$ cat src/rtl/conv_pkg.sv
// conv_pkg: state encoding and arithmetic helpers shared by conv2d_stream
// and its line-buffer sub-module.
package conv_pkg;

    typedef enum logic [1:0] {
        IDLE   = 2'd0,
        LOAD_W = 2'd1,
        RUN    = 2'd2,
        DRAIN  = 2'd3
    } state_t;

    // Ceiling log2; returns 0 for n <= 1.
    function automatic int clog2(input int n);
        int r;
        r = 0;
        while ((1 << r) < n) r = r + 1;
        return r;
    endfunction

    // Full-precision accumulator width for a K*K sum of DW x DW products.
    function automatic int acc_width(input int dw, input int k);
        return 2 * dw + clog2(k * k);
    endfunction

    // Clamp a sign-extended value into the signed range of an out_w-bit result.
    function automatic logic signed [63:0] sat_to_out(input logic signed [63:0] v,
                                                      input int out_w);
        logic signed [63:0] hi;
        logic signed [63:0] lo;
        hi = (64'sd1 <<< (out_w - 1)) - 64'sd1;
        lo = -hi - 64'sd1;
        if (v > hi) return hi;
        if (v < lo) return lo;
        return v;
    endfunction

endpackage

$ cat src/rtl/conv_line_buffer.sv
// conv_line_buffer: K-1 column-indexed line stores plus the K x (K-1) window
// history. o_win is the full K x K window completed by the pixel currently on
// i_pix (row-major, row 0 = oldest row, column 0 = leftmost), so the caller
// can register a result in the same cycle the pixel is accepted.
module conv_line_buffer
    import conv_pkg::*;
#(
    parameter int IMG_W = 8,
    parameter int K     = 2,
    parameter int DW    = 8,
    parameter int CW    = (clog2(IMG_W) > 0) ? clog2(IMG_W) : 1
) (
    input  logic              clk,
    input  logic              i_adv,
    input  logic [CW-1:0]     i_col,
    input  logic [DW-1:0]     i_pix,
    output logic [K*K*DW-1:0] o_win
);

    generate
        if (K > 1) begin : g_win
            logic [DW-1:0] r_lb  [K-1][IMG_W];
            logic [DW-1:0] r_win [K][K-1];
            logic [DW-1:0] w_col [K];

            // Column entering the window: K-1 stored rows above plus the live pixel.
            always_comb begin
                for (int j = 0; j < K - 1; j++) w_col[j] = r_lb[j][i_col];
                w_col[K-1] = i_pix;
            end

            // On accept, each line store ages by one row at this column and the window slides left.
            always_ff @(posedge clk) begin
                if (i_adv) begin
                    for (int j = 0; j < K - 2; j++) r_lb[j][i_col] <= r_lb[j+1][i_col];
                    r_lb[K-2][i_col] <= i_pix;
                    for (int rr = 0; rr < K; rr++) begin
                        for (int cc = 0; cc < K - 2; cc++) r_win[rr][cc] <= r_win[rr][cc+1];
                        r_win[rr][K-2] <= w_col[rr];
                    end
                end
            end

            // Flatten the stored columns with the incoming column on the right.
            always_comb begin
                o_win = '0;
                for (int rr = 0; rr < K; rr++) begin
                    for (int cc = 0; cc < K - 1; cc++)
                        o_win[(rr*K+cc)*DW +: DW] = r_win[rr][cc];
                    o_win[(rr*K+K-1)*DW +: DW] = w_col[rr];
                end
            end
        end else begin : g_pass
            assign o_win = i_pix;
        end
    endgenerate

endmodule

$ cat src/rtl/conv2d_stream.sv
// conv2d_stream: streaming K x K "valid" convolution (stride 1) over an
// IMG_H x IMG_W signed raster image, run-time loaded kernel, saturated
// OUT_W-bit results with ready/valid backpressure.
// Build option: define CONV2D_RELU_EN to replace negative results with 0.
//
// state  | meaning
// IDLE   | waiting for in_st
// LOAD_W | storing K*K weights, one per w_valid
// RUN    | accepting pixels, producing results
// DRAIN  | last pixel taken, waiting for the final result handshake
module conv2d_stream
    import conv_pkg::*;
#(
    parameter int IMG_W = 8,
    parameter int IMG_H = 8,
    parameter int K     = 2,
    parameter int DW    = 8,
    parameter int OUT_W = 16
) (
    input  logic                    clk,
    input  logic                    reset,
    input  logic                    in_st,
    input  logic                    reuse_w,
    input  logic                    w_valid,
    input  logic [DW-1:0]           w_data,
    input  logic                    pix_valid,
    output logic                    pix_ready,
    input  logic [DW-1:0]           pix_data,
    output logic                    dout_valid,
    input  logic                    dout_ready,
    output logic signed [OUT_W-1:0] dout,
    output logic                    out_st,
    output logic                    busy
);

    localparam int KK    = K * K;
    localparam int ACC_W = acc_width(DW, K);
    localparam int CW    = (clog2(IMG_W) > 0) ? clog2(IMG_W) : 1;
    localparam int RW    = (clog2(IMG_H) > 0) ? clog2(IMG_H) : 1;
    localparam int IW    = (clog2(KK) > 0) ? clog2(KK) : 1;

    localparam logic [CW-1:0] COL_LAST  = CW'(IMG_W - 1);
    localparam logic [CW-1:0] COL_FIRST = CW'(K - 1);
    localparam logic [RW-1:0] ROW_LAST  = RW'(IMG_H - 1);
    localparam logic [RW-1:0] ROW_FIRST = RW'(K - 1);
    localparam logic [IW-1:0] W_LAST    = IW'(KK - 1);

    state_t                  r_state;
    state_t                  w_state_nxt;
    logic                    r_wloaded;
    logic [IW-1:0]           r_widx;
    logic signed [DW-1:0]    r_w [KK];
    logic [CW-1:0]           r_col;
    logic [RW-1:0]           r_row;
    logic signed [OUT_W-1:0] r_dout;
    logic                    r_dout_valid;
    logic                    r_out_st;

    logic                    w_pix_ready;
    logic                    w_pix_acc;
    logic                    w_w_acc;
    logic                    w_w_last;
    logic                    w_last_pix;
    logic                    w_out_pos;
    logic                    w_gen;
    logic                    w_dout_hs;
    logic                    w_out_st_nxt;
    logic                    w_fresh_load;
    logic [K*K*DW-1:0]       w_win;
    logic signed [2*DW-1:0]  w_prod;
    logic signed [ACC_W-1:0] w_acc;
    logic signed [OUT_W-1:0] w_sat;
    logic signed [OUT_W-1:0] w_res;

    assign w_dout_hs    = r_dout_valid && dout_ready;
    assign w_pix_acc    = pix_valid && w_pix_ready;
    assign w_w_acc      = (r_state == LOAD_W) && w_valid;
    assign w_w_last     = w_w_acc && (r_widx == W_LAST);
    assign w_last_pix   = (r_row == ROW_LAST) && (r_col == COL_LAST);
    assign w_out_pos    = (r_row >= ROW_FIRST) && (r_col >= COL_FIRST);
    assign w_gen        = w_pix_acc && w_out_pos;
    assign w_fresh_load = (r_state == IDLE) && in_st && !(reuse_w && r_wloaded);

    // Next state, pixel ready and frame-complete strobe.
    always_comb begin
        w_state_nxt  = r_state;
        w_pix_ready  = 1'b0;
        w_out_st_nxt = 1'b0;
        case (r_state)
            IDLE: begin
                if (in_st) w_state_nxt = (reuse_w && r_wloaded) ? RUN : LOAD_W;
            end
            LOAD_W: begin
                if (w_w_last) w_state_nxt = RUN;
            end
            RUN: begin
                w_pix_ready = !r_dout_valid || dout_ready;
                if (w_pix_ready && pix_valid && w_last_pix) w_state_nxt = DRAIN;
            end
            DRAIN: begin
                if (w_dout_hs) begin
                    w_out_st_nxt = 1'b1;
                    w_state_nxt  = IDLE;
                end
            end
            default: w_state_nxt = IDLE;
        endcase
    end

    // State register.
    always_ff @(posedge clk) begin
        if (reset) r_state <= IDLE;
        else       r_state <= w_state_nxt;
    end

    // Kernel store; a fresh load invalidates the stored kernel until it completes.
    always_ff @(posedge clk) begin
        if (reset) begin
            r_wloaded <= 1'b0;
            r_widx    <= '0;
            for (int i = 0; i < KK; i++) r_w[i] <= '0;
        end else if (w_fresh_load) begin
            r_wloaded <= 1'b0;
            r_widx    <= '0;
        end else if (w_w_acc) begin
            r_w[r_widx] <= w_data;
            if (w_w_last) begin
                r_widx    <= '0;
                r_wloaded <= 1'b1;
            end else begin
                r_widx <= r_widx + 1'b1;
            end
        end
    end

    // Raster position of the next pixel; returns to (0,0) after the last one.
    always_ff @(posedge clk) begin
        if (reset) begin
            r_col <= '0;
            r_row <= '0;
        end else if (w_pix_acc) begin
            if (r_col == COL_LAST) begin
                r_col <= '0;
                r_row <= (r_row == ROW_LAST) ? '0 : r_row + 1'b1;
            end else begin
                r_col <= r_col + 1'b1;
            end
        end
    end

    conv_line_buffer #(
        .IMG_W (IMG_W),
        .K     (K),
        .DW    (DW),
        .CW    (CW)
    ) u_line_buffer (
        .clk   (clk),
        .i_adv (w_pix_acc),
        .i_col (r_col),
        .i_pix (pix_data),
        .o_win (w_win)
    );

    // Full-precision multiply-accumulate over the window completed by this pixel.
    always_comb begin
        w_prod = '0;
        w_acc  = '0;
        for (int i = 0; i < KK; i++) begin
            w_prod = (2*DW)'(r_w[i]) * (2*DW)'($signed(w_win[i*DW +: DW]));
            w_acc  = w_acc + ACC_W'(w_prod);
        end
    end

    assign w_sat = OUT_W'(sat_to_out(64'(w_acc), OUT_W));

`ifdef CONV2D_RELU_EN
    assign w_res = w_sat[OUT_W-1] ? '0 : w_sat;
`else
    assign w_res = w_sat;
`endif

    // Result register: load on a new result, otherwise hold until consumed.
    always_ff @(posedge clk) begin
        if (reset) begin
            r_dout       <= '0;
            r_dout_valid <= 1'b0;
        end else if (w_gen) begin
            r_dout       <= w_res;
            r_dout_valid <= 1'b1;
        end else if (w_dout_hs) begin
            r_dout_valid <= 1'b0;
        end
    end

    // One-cycle frame-complete pulse following the final result handshake.
    always_ff @(posedge clk) begin
        if (reset) r_out_st <= 1'b0;
        else       r_out_st <= w_out_st_nxt;
    end

    assign pix_ready  = w_pix_ready;
    assign dout_valid = r_dout_valid;
    assign dout       = r_dout;
    assign out_st     = r_out_st;
    assign busy       = (r_state != IDLE);

endmodule

$ cat config.mk
export PLATFORM = sky130hd
export DESIGN_NAME = conv2d_stream
export DESIGN_NICKNAME = d
export VERILOG_FILES = /design/src/rtl/conv_pkg.sv /design/src/rtl/conv_line_buffer.sv /design/src/rtl/conv2d_stream.sv
export SDC_FILE = /design/constraint.sdc
export NUM_CORES = 1
export LEC_CHECK = 0
export CAP_MARGIN = 20
export CORE_ASPECT_RATIO = 2
export CORE_MARGIN = 1.5
export CORE_UTILIZATION = 69
export CTS_BUF_LIST = sky130_fd_sc_hd__clkbuf_8
export CTS_CLUSTER_SIZE = 16
export DETAILED_ROUTE_END_ITERATION = 10
export DONT_BUFFER_PORTS = 1
export GPL_ROUTABILITY_DRIVEN = 0
export PLACE_DENSITY = 0.85
export SYNTH_ARGS = -nofsm -noshare
export SYNTH_HDL_FRONTEND = slang
export SYNTH_SLANG_ARGS = --single-unit
$ cat constraint.sdc
create_clock -name clk -period 22.4 [get_ports clk]
set_input_delay 6.72 -clock clk [delete_from_list [all_inputs] [get_ports clk]]
set_output_delay 6.72 -clock clk [all_outputs]
set_load 0.01 [all_outputs]
==> results.md <==
- Yosys cell types: 60
- Largest net degree at the start of global routing: 40
- HPWL after DPL: 33,400 µm
- Count of input and output buffers: 0
- Cells after synthesis: about 1.5k
- Layout-stage area growth over the synthesis result: 4.86%
- DRT Wirelength: around 40,000 µm
- Fmax achieved: ~0.072 GHz
- Worst reg2reg startpoint: r_col[0]
- Max-slew headroom: a little under a third
- Post-synth EDFFs: between 100 and 150
- Data arrival time at the worst-slack endpoint: approximately 7000 ps
- Library cell with the highest instance count after synthesis: sky130_fd_sc_hd__inv_1
- Later-pin clock latency in the skew report: around 500 ps
- TritonCTS clock tree: yes
- Number of DRC violations after detailed routing: 1
- Average instance area after synthesis: 10.7 µm²
- Part of the cycle the worst path needs: 61.7%
- Combined buffer and inverter count along the critical path: 0
- Number of endpoints with negative hold slack in the final report: 0
- Period minus WS final: ~14,000 ps
- Crit start category: input port
- Sequential cell area fraction in the yosys report: 23.8%
- Dominant cells by area after synthesis: sky130_fd_sc_hd__fa_1 (38%), sky130_fd_sc_hd__edfxtp_1 (20%), sky130_fd_sc_hd__inv_1 (8.6%)
- Flip-flop and latch count after synthesis: about 140
- Beginning of the worst hold path: r_row[2]
- Post-CTS Setup Inserts: 0
- Antenna violations before repair: 1
- Initial core utilization: 69.8%
- Clock buffer count from CTS: 17
- Vias in the first global route: around 12k
- Count of nets left with antenna violations after detail routing: 0
- Hold path endpoint: r_row[2]
- Hold Path Stages: 2
- Post-synth top area share: between 30% and 40%
- H-tree levels: 4
- Worst flop-to-flop path endpoint: dout[2]
- Net Count, Synth: approximately 2k
- Number of cell instances on the worst register-to-register path: 24
- Area of the placeable core: around 24,000 µm²
- FP Rows: 80
- Final count of negative-setup-slack endpoints: 0
- Clock-pin slew on the worst setup and hold paths: roughly 80 ps
- FFs w/ async S/R, synth: 0%
- Number of slew-limit violations in the final report: 0
- Outcome: finished, violations left
- Die Span X: roughly 110 µm
- Endpoint type of the worst setup path: primary output
- Number of max-capacitance violations reported: 0
- Via count normalized by instance count: 5.98
- Type of the tightest min-delay check: reg -> reg
- Synth top cells by count: sky130_fd_sc_hd__inv_1 (379), sky130_fd_sc_hd__fa_1 (318), sky130_fd_sc_hd__nand2_1 (152), sky130_fd_sc_hd__and2_1 (122), sky130_fd_sc_hd__edfxtp_1 (112)
- Highest-delay cell along the critical path: sky130_fd_sc_hd__and2_1
- Layout Skew: roughly 17 ps
- Layout cell share with drive strength beyond 1: ~4.7%
- Critical path data required time: around 16,000 ps
- Post-CTS resize count: 0
- Count of hold-fix buffers inserted at cts: 0
- Violations in the final reports: design-rule violations
- Iteration-0 DRC Markers: 830
- Slack of the worst reg-to-reg path: between 10,000 and 15,000 ps
- Die area: 25,000 µm²
- WS Path Type: in -> out
- Root Buffer Master: sky130_fd_sc_hd__clkbuf_8
- Total routing resource utilization after global routing: 35.1%
- Total number of clock tree sinks: approximately 140
- Critical Path, Cell by Cell: nand2b_1, and2_1
- Slew at the pin closest to its max-slew limit: a little over 1000 ps
- Critical path fanouts, max: 4
- Global-route wire length before repair: 64,100 µm
- Cell type with the largest total area after synthesis: sky130_fd_sc_hd__fa_1
- Kind of cell adding the most delay to the critical path: simple AND/OR/NAND/NOR gates
- Biggest cell delay along the critical path: between 200 and 250 ps
- Cell Area, Synth: roughly 17,000 µm²
- RSZ-0062 raised after global routing: false
- Nets: about 2.0k
- Top-Level Pins: 43
- Via total after detailed routing: 11.1k
- Height of the chip: ~220 µm
- Predominant post-synthesis flop cell: sky130_fd_sc_hd__edfxtp_1
- Cell count along the critical path: 2
- Drt first pass iters: 10
- Final sum of negative setup slack: 0 ps
- Global-route congestion overflow total: 0
- Bufs on Longest Clock Path: 2
- Wire length per cell after detailed routing: roughly 22 µm
- YS warnings: 0
==> cells in the final DEF (no fill, tap or decap), types with 18 or more instances in the layout <==
master / n
sky130_fd_sc_hd__and2_1: 122
sky130_fd_sc_hd__nand2_1: 152
sky130_fd_sc_hd__ha_1: 109
sky130_fd_sc_hd__edfxtp_1: 112
sky130_fd_sc_hd__nand2b_1: 18
sky130_fd_sc_hd__inv_1: 380
sky130_fd_sc_hd__nor2_1: 59
sky130_fd_sc_hd__xnor2_1: 20
sky130_fd_sc_hd__a21oi_1: 26
sky130_fd_sc_hd__fa_1: 318
sky130_fd_sc_hd__dfxtp_1: 29
sky130_fd_sc_hd__nor2b_1: 27
==> cell type report <==
class	instances	area (µm²)
multi-input cells	995	11100
fillers	1557	6360
flip-flops and latches	141	3940
inverters	380	1430
well taps	287	359
clock buffers	17	234
clock inverters	14	193
repair buffers	15	113
diodes	4	10.0
==> worst max path at each step <==
| stage | from | endpoint | slack [ps] |
|---|---|---|---|
| after floorplan | dout_ready | pix_ready | 8610 |
| after global placement | dout_ready | pix_ready | 8600 |
| after detailed placement | pix_data[0] | dout[0] | 8370 |
| after CTS | dout_ready | pix_ready | 8590 |
| after global routing | pix_data[0] | dout[2] | 8490 |
| final | dout_ready | pix_ready | 8590 |
==> kinds of logic (layout without fill, tap and decap cells) <==
group / after synthesis / after routing / synth area share, %
and+or+nand+nor: 429 / 429 / 12.9
DFF: 141 / 141 / 23.8
buffers and inverters: 406 / 426 / 9.29
xor gates and xnor gates: 27 / 27 / 1.43
AOI/OAI and AO/OA: 91 / 91 / 4.02
muxes: 21 / 21 / 1.83
other: 0 / 4 / 0
adders and majority gates: 427 / 427 / 46.7
==> per-layer routing <==
layer / up-vias / part of all wire (%) / global-route usage (%)
met1: 5630 / 29 / 33.9
li1: 4727 / - / -
met5: - / 0 / 0
met4: 0 / 10 / 29.6
met3: 209 / 5.1 / 5.30
met2: 519 / 56 / 63.9
==> tightest hold or removal path: stages, from the launching register on <==
cell and delay [ps]:
sky130_fd_sc_hd__dfxtp_1 330, sky130_fd_sc_hd__nand2_1 60, sky130_fd_sc_hd__a21oi_1 50
==> through the flow <==
| step | setup slack [ps] | instance area [µm²] | hold WS [ps] | utilization, % | instances |
|---|---|---|---|---|---|
| CTS | 8590 | 17300 | 474 | 73.1 | 1849 |
| global placement | 8600 | 16900 | 458 | 71.3 | 1818 |
| floorplan | 8610 | 16600 | 449 | - | 1542 |
| detailed placement | 8370 | 16900 | 462 | 71.3 | 1818 |
| global route | 8490 | 17400 | 498 | 73.2 | 1853 |
| finish | 8590 | 17400 | 473 | 73.2 | 1853 |
==> registers in the layout, indices dropped and copies added, names as in the netlist <==
name and count:
u_line_buffer.g_win.r_lb 64, r_w 32, dout 16, u_line_buffer.g_win.r_win 16, r_col 3, r_row 3
r_state 2, r_widx 2, dout_valid 1, out_st 1, r_wloaded 1
Power is left out: the tool's default activity adds up to more than one toggle a clock period on the data nets, which glitch-free logic cannot reach.
==> variant 1: new RTL, same settings <==
Build with the macro `CONV2D_RELU_EN` defined.
--- a/src/rtl/conv2d_stream.sv
+++ b/src/rtl/conv2d_stream.sv
@@ -9,4 +9,6 @@
 // RUN    | accepting pixels, producing results
 // DRAIN  | last pixel taken, waiting for the final result handshake
+`define CONV2D_RELU_EN
+
 module conv2d_stream
     import conv_pkg::*;
Function: no difference found for any inputs over 10 cycles, from zero or initial values and one cycle with reset high; that may be too few to reach the edited logic, so the function may still have changed.
==> variant 1 against the unedited design <==
  * Critical path type unchanged
  * Sequential cell count fell by 1
  * Area after synthesis rose by 0.44%
  * Synthesized cell count rose by 0.78%
  * Wire length fell by 0.90%
  * Setup slack got worse by 0.0019 ns
  * Die area rose by 0.43%
  * Critical path depth did not move
  * Cell area rose by 0.26%
Power is not shown: default switching activity piles up to over one toggle a cycle in this logic, so the estimate is an artifact.
==> variant 1: results (changes against the unedited design) <==
run status finished, final reports clean (was finished with violations); dominant cells by area after synthesis sky130_fd_sc_hd__fa_1, sky130_fd_sc_hd__edfxtp_1, sky130_fd_sc_hd__inv_1 (unchanged); fraction of the yosys area taken by sequential cells 23.60% (was 23.82%); complex-gate fraction of the synthesized area 3.951% (was 4.021%); Non-CTS buffers 17 (was 15); vias in the first global route 12.43k (was 12.35k); post-synthesis adder-cell area fraction 46.49% (was 46.70%); layout cell share with drive strength beyond 1 4.765% (was 4.738%); Clk Latency, worst-skew pair 0.48 ns (was 0.50 ns); cell total after placement 1,826 (was 1,818); mux share of post-synthesis cell area 2.047% (was 1.829%); library cells used by synthesis 59 (was 60); Top Layer Used met5 (was met4); starting DRC count in detailed routing 892 (was 830); routed length per instance 21.56 um (was 21.87 um); met2 wire length 21.66 mm (was 22.53 mm); share of cell area taken by flip-flops and latches 22.55% (was 22.72%); mean post-synth cell area 10.70 um2 (was 10.74 um2); Util after Layout 73.36% (was 73.17%); relative slew slack 20.07% (was 31.76%); number of logic inverters in the finished layout 399 (was 380); Detailed Routing Iterations Pass 1 5 (was 10); share of the synthesized netlist area taken by xor and xnor gates 1.543% (was 1.429%); GRT Util Overall 34.56% (was 35.09%); Clock Skews 0.01216 ns (was 0.01739 ns); pre-CTS worst setup slack 8.409 ns (was 8.374 ns); metal3 WL 2.304 mm (was 2.078 mm)
variant 1: changes by cell type in the layout (fill, tap and decap cells not counted), sizes merged, moves of 5 or more:
cell / unedited run / this run
mux2: 4 / 10
inv: 383 / 407
a2111oi: 1 / 13
a21oi: 27 / 18
nand2: 152 / 147
nor2: 59 / 47
xor2: 7 / 2
a22o: 11 / 0
nor4: 5 / 13
variant 1: cells by family after synthesis:
kind of cell | Yosys count
buffers and inverters | 428
adders and majority gates | 427
and+or+nand+nor | 414
DFF | 140
AOI/OAI and AO/OA | 94
xor gates and xnor gates | 26
muxes | 24
other | 1
variant 1: worst paths after layout:
kind	start	end	slack, ns	cells after the start
max	dout_ready	pix_ready	8.59	2
min	r_row[2]$_SDFFE_PP0P_	r_row[2]$_SDFFE_PP0P_	0.48	2
max reg2reg	r_col[1]$_SDFFE_PP0P_	dout[14]$_SDFFE_PP0P_	13.52	26
min reg2reg	r_row[2]$_SDFFE_PP0P_	r_row[2]$_SDFFE_PP0P_	0.48	2
==> variant 2: new RTL, config.mk and constraints unchanged <==
Without the edit above. One comparison of `r_widx` changes from == to >=.
--- a/src/rtl/conv2d_stream.sv
+++ b/src/rtl/conv2d_stream.sv
@@ -76,5 +76,5 @@
     assign w_pix_acc    = pix_valid && w_pix_ready;
     assign w_w_acc      = (r_state == LOAD_W) && w_valid;
-    assign w_w_last     = w_w_acc && (r_widx == W_LAST);
+    assign w_w_last     = w_w_acc && (r_widx >= W_LAST);
     assign w_last_pix   = (r_row == ROW_LAST) && (r_col == COL_LAST);
     assign w_out_pos    = (r_row >= ROW_FIRST) && (r_col >= COL_FIRST);
Behaviour: same outputs for any inputs over 10 cycles, from zero or initial values and one cycle with reset high; that may be too few to reach the edited logic, so the function may still have changed.
==> variant 2 against the unedited design <==
  * Sequential cell count stayed put
  * Cell area hardly changed
  * Wire length is 4.7% higher
  * Non-clock buffer count is 1 lower
  * Synthesized cell count is 1.5% lower
  * Count of clock-buffer cells in the layout stayed put
  * Setup slack worse by 0.017 ns
  * Area after synthesis is 0.24% higher
  * Sequential share of layout area hardly changed
Power is not shown: default switching activity piles up to over one toggle a cycle in this logic, so the estimate is an artifact.
==> variant 2: results (changes against the unedited design) <==
worst setup path start dout_ready (unchanged); library cells used by synthesis 77 (was 60); clock-pin transition on the worst setup and hold timing paths 0.08 ns (about the same); fraction of the yosys area taken by sequential cells 23.77% (was 23.82%); Post-CTS Setup Repair Bufs 0 (unchanged); global-route wire length before repair 66.70 mm (was 64.11 mm); clk buf depth 2 (unchanged); Critical Path End pix_ready (unchanged); detailed-route vias per instance 6.114 (was 5.982); dominant cells by area after synthesis sky130_fd_sc_hd__fa_1, sky130_fd_sc_hd__edfxtp_1, sky130_fd_sc_hd__inv_1 (unchanged); CTS root buffer sky130_fd_sc_hd__clkbuf_8 (unchanged); H-Tree Level Count 4 (unchanged); layout cell share with drive strength beyond 1 5.635% (was 4.738%); half-perimeter wire length of the detailed placement result 34.24 mm (was 33.38 mm); r2r setup slk 12.60 ns (was 13.17 ns); Reg2Reg Launch Point r_col[0]$_SDFFE_PP0P_ (unchanged); Post-Route WL 42.44 mm (was 40.52 mm); cell family with most CP delay simple AND/OR/NAND/NOR gates (unchanged); number of antenna violations at the first check in global routing 2 (was 1); starting DRC count in detailed routing 824 (was 830); run status finished, final reports clean (was finished with violations); vias in the first global route 12.59k (was 12.35k); Reg2Reg Capture Point dout[1]$_SDFFE_PP0P_ (was dout[2]$_SDFFE_PP0P_); R2R cell count 27 (was 24); capture endpoint of the worst hold path r_row[2]$_SDFFE_PP0P_ (unchanged); Detailed Routing Iterations Pass 1 5 (was 10); Clock Skews 0.02514 ns (was 0.01739 ns); top cell types by occurrence after synthesis sky130_fd_sc_hd__inv_1, sky130_fd_sc_hd__fa_1, sky130_fd_sc_hd__nand2_1 (unchanged); relative slew slack 23.90% (was 31.76%); pin count of the biggest net entering global routing 29 (was 40); Synthesized Nets 1,969 (was 1,992); GRT Util Overall 36.81% (was 35.09%); Filler Cells Inserted 1,506 (was 1,557); hold_sp r_row[2]$_SDFFE_PP0P_ (unchanged)
==> variant 2: kinds of logic (layout without fill, tap and decap cells) <==
group / count (synthesis) / in the layout / share of synthesized area, %
xor+xnor: 29 / 29 / 1.621
other cells: 0 / 5 / 0
compound gates: 101 / 101 / 5.165
simple gates: 402 / 402 / 12.39
flops: 141 / 141 / 23.77
mux: 16 / 16 / 1.169
fa+ha+maj: 427 / 427 / 46.58
buf+inv: 403 / 428 / 9.305
==> variant 2: routing by layer <==
metal / vias up / part of all wire (%) / global-route usage [%]
met2: 569 / 53 / 64.65
met3: 263 / 6.5 / 7.938
li1: 4706 / - / -
met5: - / 0 / 0
met1: 5687 / 29 / 35.53
met4: 0 / 11 / 32.34
==> variant 2: through the flow <==
stage | hold WS [ns] | cells | utilization, % | cell area [um2] | setup slack (ns)
after global routing | 0.5060 | 1835 | 73.15 | 17350 | 8.532
after detailed placement | 0.4779 | 1799 | 71.46 | 16950 | 8.313
final | 0.4905 | 1836 | 73.16 | 17360 | 8.571
after CTS | 0.4905 | 1831 | 73.11 | 17340 | 8.568
after global placement | 0.4565 | 1798 | 71.43 | 16950 | 8.461
after floorplan | 0.4543 | 1519 | - | 16590 | 8.595
==> variant 2: layout make-up <==
| type | count | share of cell area (%) |
|---|---|---|
| flip-flops and latches | 141 | 22.72 |
| diodes | 5 | 0.07209 |
| repair buffers | 14 | 0.6056 |
| multi-input cells | 975 | 64.02 |
| inverters | 382 | 8.262 |
| well taps | 287 | 2.069 |
| clock inverters | 15 | 0.9012 |
| clock buffers | 17 | 1.348 |
